### src/rtl/result_buffer.sv
// Captures the datapath result on each rising edge of done into a FWFT FIFO with an 8-bit sequence tag; 1-cycle capture latency.
// Drops the result and sets sticky overflow when full without a same-cycle pop; RESULT_BUF_OVF_CNT_EN adds a saturating ovf_count port.
module result_buffer #(
  parameter int WIDTH = 16,
  parameter int DEPTH = 4
) (
  input  logic                     clk,
  input  logic                     rst,
  input  logic                     done,
  input  logic [WIDTH-1:0]         r_in,
  input  logic                     clear,
  output logic [WIDTH-1:0]         out_data,
  output logic [7:0]               out_tag,
  output logic                     out_valid,
  input  logic                     out_ready,
  output logic                     full,
  output logic                     empty,
  output logic [$clog2(DEPTH):0]   count,
  output logic                     overflow
`ifdef RESULT_BUF_OVF_CNT_EN
  ,
  output logic [7:0]               ovf_count
`endif
);

  localparam int AW = $clog2(DEPTH);
  localparam int CW = AW + 1;

  logic [WIDTH+7:0] mem [DEPTH];
  logic [AW-1:0]    wr_ptr;
  logic [AW-1:0]    rd_ptr;
  logic [7:0]       tag_cnt;
  logic             done_d;
  logic             cap;
  logic             pop;
  logic             wr_en;
  logic             drop;

  assign cap       = done & ~done_d;
  assign empty     = (count == '0);
  assign full      = (count == CW'(DEPTH));
  assign out_valid = ~empty;
  assign pop       = out_valid & out_ready;
  // A pop at full frees the slot in the same cycle, so the capture still fits.
  assign wr_en     = cap & (~full | pop);
  assign drop      = cap & full & ~pop;

  assign {out_data, out_tag} = mem[rd_ptr];

  always_ff @(posedge clk) begin
    if (wr_en && !clear) begin
      mem[wr_ptr] <= {r_in, tag_cnt};
    end
  end

  always_ff @(posedge clk or negedge rst) begin
    if (!rst) begin
      done_d   <= 1'b1;
      wr_ptr   <= '0;
      rd_ptr   <= '0;
      count    <= '0;
      tag_cnt  <= '0;
      overflow <= 1'b0;
    end else if (clear) begin
      // Re-arm the edge detector from the current level so a held done is ignored.
      done_d   <= done;
      wr_ptr   <= '0;
      rd_ptr   <= '0;
      count    <= '0;
      tag_cnt  <= '0;
      overflow <= 1'b0;
    end else begin
      done_d <= done;
      if (wr_en) begin
        wr_ptr  <= wr_ptr + AW'(1);
        tag_cnt <= tag_cnt + 8'd1;
      end
      if (pop) begin
        rd_ptr <= rd_ptr + AW'(1);
      end
      if (drop) begin
        overflow <= 1'b1;
      end
      case ({wr_en, pop})
        2'b10:   count <= count + CW'(1);
        2'b01:   count <= count - CW'(1);
        default: count <= count;
      endcase
    end
  end

`ifdef RESULT_BUF_OVF_CNT_EN
  always_ff @(posedge clk or negedge rst) begin
    if (!rst) begin
      ovf_count <= '0;
    end else if (clear) begin
      ovf_count <= '0;
    end else if (drop && ovf_count != 8'hFF) begin
      ovf_count <= ovf_count + 8'd1;
    end
  end
`endif

endmodule

### config.mk
export PLATFORM = sky130hd
export DESIGN_NAME = result_buffer
export DESIGN_NICKNAME = d
export VERILOG_FILES = /design/src/rtl/result_buffer.sv
export SDC_FILE = /design/constraint.sdc
export NUM_CORES = 1
export LEC_CHECK = 0
export ABC_AREA = 0
export CAP_MARGIN = 0
export CORE_UTILIZATION = 45
export CTS_CLUSTER_DIAMETER = 100
export DETAILED_ROUTE_END_ITERATION = 8
export HOLD_SLACK_MARGIN = 0.03
export PLACE_DENSITY = 0.66
export SYNTH_ARGS = -nofsm -noshare
export SYNTH_HDL_FRONTEND = slang
export SYNTH_SLANG_ARGS = --single-unit
### constraint.sdc
create_clock -name clk -period 4.4 [get_ports clk]
set_input_delay 0.88 -clock clk [delete_from_list [all_inputs] [get_ports clk]]
set_output_delay 0.88 -clock clk [all_outputs]
set_load 0.05 [all_outputs]
==> flow_metrics.env <==
export IMPL_status="finished, final reports clean"
export IMPL_worst_ep_arrival_time_ns=2.74
export IMPL_yosysTopAreaCell="edfxtp_1"
export IMPL_port_buffers=51
export IMPL_ctsHoldBuffers=0
export IMPL_met1_length_mm=3.20
export IMPL_num_vias=2222
export IMPL_rsz0062_at_grt="no"
export IMPL_die_area_um2=10300
export IMPL_cts_root_buf="clkbuf_8"
export IMPL_cts_resized_gates=0
export IMPL_clock_skew_ns=0.0112
export IMPL_dieHeight_um=101
export IMPL_drcViolationCount=0
export IMPL_min_path_type="reg -> reg"
export IMPL_drive_above_1_share=0.224
export IMPL_grt_pass1_vias=2266
export IMPL_gp_congestion=0.712
export IMPL_final_cell_area_um2=5750
export IMPL_grt_max_degree=25
export IMPL_ys_seq_area_frac=0.746
export IMPL_dr_wl_met3_um=351
export IMPL_tightest_slew_ns=0.805
export IMPL_fin_crit_ns=3.62
export IMPL_vdd_ir_drop_max_mv=0.291
export IMPL_viasPerCell=5.08
export IMPL_p_leak_nw=1.94
export IMPL_synth_xor_area_frac=0.0178
export IMPL_synth_top_family_by_area="multiplexers"
export IMPL_fin_tns_setup_ns=0
export IMPL_clkLatencyLatePin_ns=0.50
export IMPL_clock_sinks=113
export IMPL_critical_path_class="reg -> out"
export IMPL_area_delta_synth_final_pct=29.6
export IMPL_syn_area_per_cell_um2=19.5
export IMPL_drtIter0Drc=87
export IMPL_ioPinCount=52
export IMPL_crit_path_max_fanout=18
export IMPL_grt_overflow=0
export IMPL_synth_compound_area_frac=0.0164
export IMPL_core_area_um2=9420
export IMPL_finalMaxSlewViolations=0
export IMPL_drv_cap=0
export IMPL_routed_top_layer="met4"
export IMPL_grt_pass1_wl_mm=11.7
export IMPL_period_share=0.822
export IMPL_ys_seq_elements=113
export IMPL_clk_pin_slew_worst_paths_ns=0.06
export IMPL_drt_wl_total_mm=7.38
export IMPL_yosysWarnings=0
export IMPL_stdcell_count=437
export IMPL_synth_top_area_frac=0.650
export IMPL_dr_pass1_iters=4
export IMPL_syn_num_nets=255
export IMPL_relSlewSlack=0.462
export IMPL_synth_cells=228
export IMPL_placed_cell_area_um2=5120
export IMPL_layout_nets=322
export IMPL_dr_wl_met2_mm=3.78
export IMPL_antennaDiodeCount=0
export IMPL_num_rows=35
export IMPL_multiInputGateArea_um2=1060
export IMPL_dp_hpwl_mm=4.47
export IMPL_dp_cells=405
export IMPL_wl_per_cell_um=16.9
export IMPL_crit_path_start_kind="flop"
export IMPL_fmax_ghz=0.276
export IMPL_register_area_um2=3310
export IMPL_finalHoldViolations=0
export IMPL_yosys_cell_types_count=34
export IMPL_syn_area_um2=4440
export IMPL_synth_adder_area_share=0.0186
export IMPL_setup_viol=0
export IMPL_die_w_um=101
export IMPL_cp_required_ns=3.52
export IMPL_yosys_area_share_simple=0.0581
export IMPL_cts_buffers=17
export IMPL_antenna_found_initial=0
export IMPL_fillers=688
export IMPL_yosys_mux_area_fraction=0.129
export IMPL_cts_path_max_buffers=2
export IMPL_grt_usage=0.161
export IMPL_cp_end_kind="output pin"
export IMPL_synth_area_top_cells="edfxtp_1, mux4_2, dfrtp_1, ha_1, xnor2_1"
export IMPL_p_per_area_nw_per_um2=586
export IMPL_htreeDepth=4
export IMPL_cts_setup_buffers=0
export IMPL_start_util=0.471
export IMPL_ant_nets=0
export IMPL_cts_tree="done"
export IMPL_final_util=0.611
## worst paths after layout
| check | to | start | slack [ns] | depth (start not counted) |
|---|---|---|---|---|
| max reg2reg | count[2] | count[0] | 2.00 | 6 |
| min reg2reg | overflow | overflow | 0.52 | 2 |
| max in group asynchronous | rd_ptr[0] | rst | 3.00 | 1 |
| min | overflow | overflow | 0.52 | 2 |
| min in group asynchronous | count[0] | rst | 0.85 | 1 |
| max | out_tag[4] | rd_ptr[0] | 0.78 | 3 |
## flip-flops by register name, summed over array words and instances (netlist names)
signal	flops
mem	96
rd_ptr	2
count	3
overflow	1
tag_cnt	8
done_d	1
wr_ptr	2
## area by class of cell
class                   count  share of cell area
repair buffers             58              0.0979
clock inverters            15              0.0376
clock buffers              17              0.0720
well taps                 129              0.0281
flip-flops and latches    113               0.576
multi-input cells         100               0.185
inverters                   5             0.00326
## cells in the mapped netlist
master / n
a21oi_2: 1
a21oi_1: 3
fa_1: 1
mux4_2: 24
or3_1: 1
a31oi_1: 1
dfstp_2: 1
mux2_2: 1
nor3_1: 3
nor4_2: 1
clkbuf_1: 6
edfxtp_1: 96
a31o_2: 1
nor4b_1: 1
o22ai_1: 1
o21ai_0: 4
mux2i_1: 1
nor2_1: 15
nor2_2: 1
inv_1: 5
and2_1: 6
xor2_1: 2
ha_1: 5
buf_2: 4
nand2b_1: 3
dfrtp_1: 16
nand3_1: 6
nor2b_1: 3
xnor2_1: 7
nor4b_4: 1
o31ai_1: 1
nor4_1: 2
mux2_1: 1
nand2_1: 3
## cells by family after synthesis
| group | Yosys count |
|---|---|
| mux | 27 |
| buf+inv | 15 |
| flops | 113 |
| simple gates | 46 |
| xor+xnor | 9 |
| fa+ha+maj | 6 |
| compound gates | 12 |
## routing by layer
layer,up-vias,GRT usage
li1,1034,-
met1,1127,0.198
met2,56,0.264
met3,5,0.0545
met4,0,0.0669
met5,-,0
## critical path: stages, from the launching register on
cell	delay [ns]
dfrtp_2	0.54
buf_4	0.41
mux4_2	0.57
clkdlybuf4s50_1	0.72
## where the power goes
part	internal, mW	leakage [nW]	total (mW)	switching, mW
Combinational	0.279	0.540	0.701	0.422
Sequential	1.19	1.11	1.24	0.0467
Clock	0.971	0.299	1.43	0.458
## layout by cell type, fill, tap and decap left out, types with 6 or more instances in the layout
master	instances
xnor2_1	7
dfrtp_1	15
nor2_1	15
buf_4	7
nand3_1	6
and2_1	6
edfxtp_1	96
mux4_2	24
clkbuf_16	16
clkdlybuf4s50_1	51
## through the flow
step           power, mW  hold WS, ns  setup WS, ns
6_report            3.37        0.517         0.783
5_1_grt             3.48        0.575         0.635
4_1_cts             3.40        0.526         0.699
3_5_place_dp        1.97        0.509          1.25
3_3_place_gp        1.97        0.494          1.27
2_1_floorplan       1.75        0.490          1.78
(Power assumes the default switching activity.)
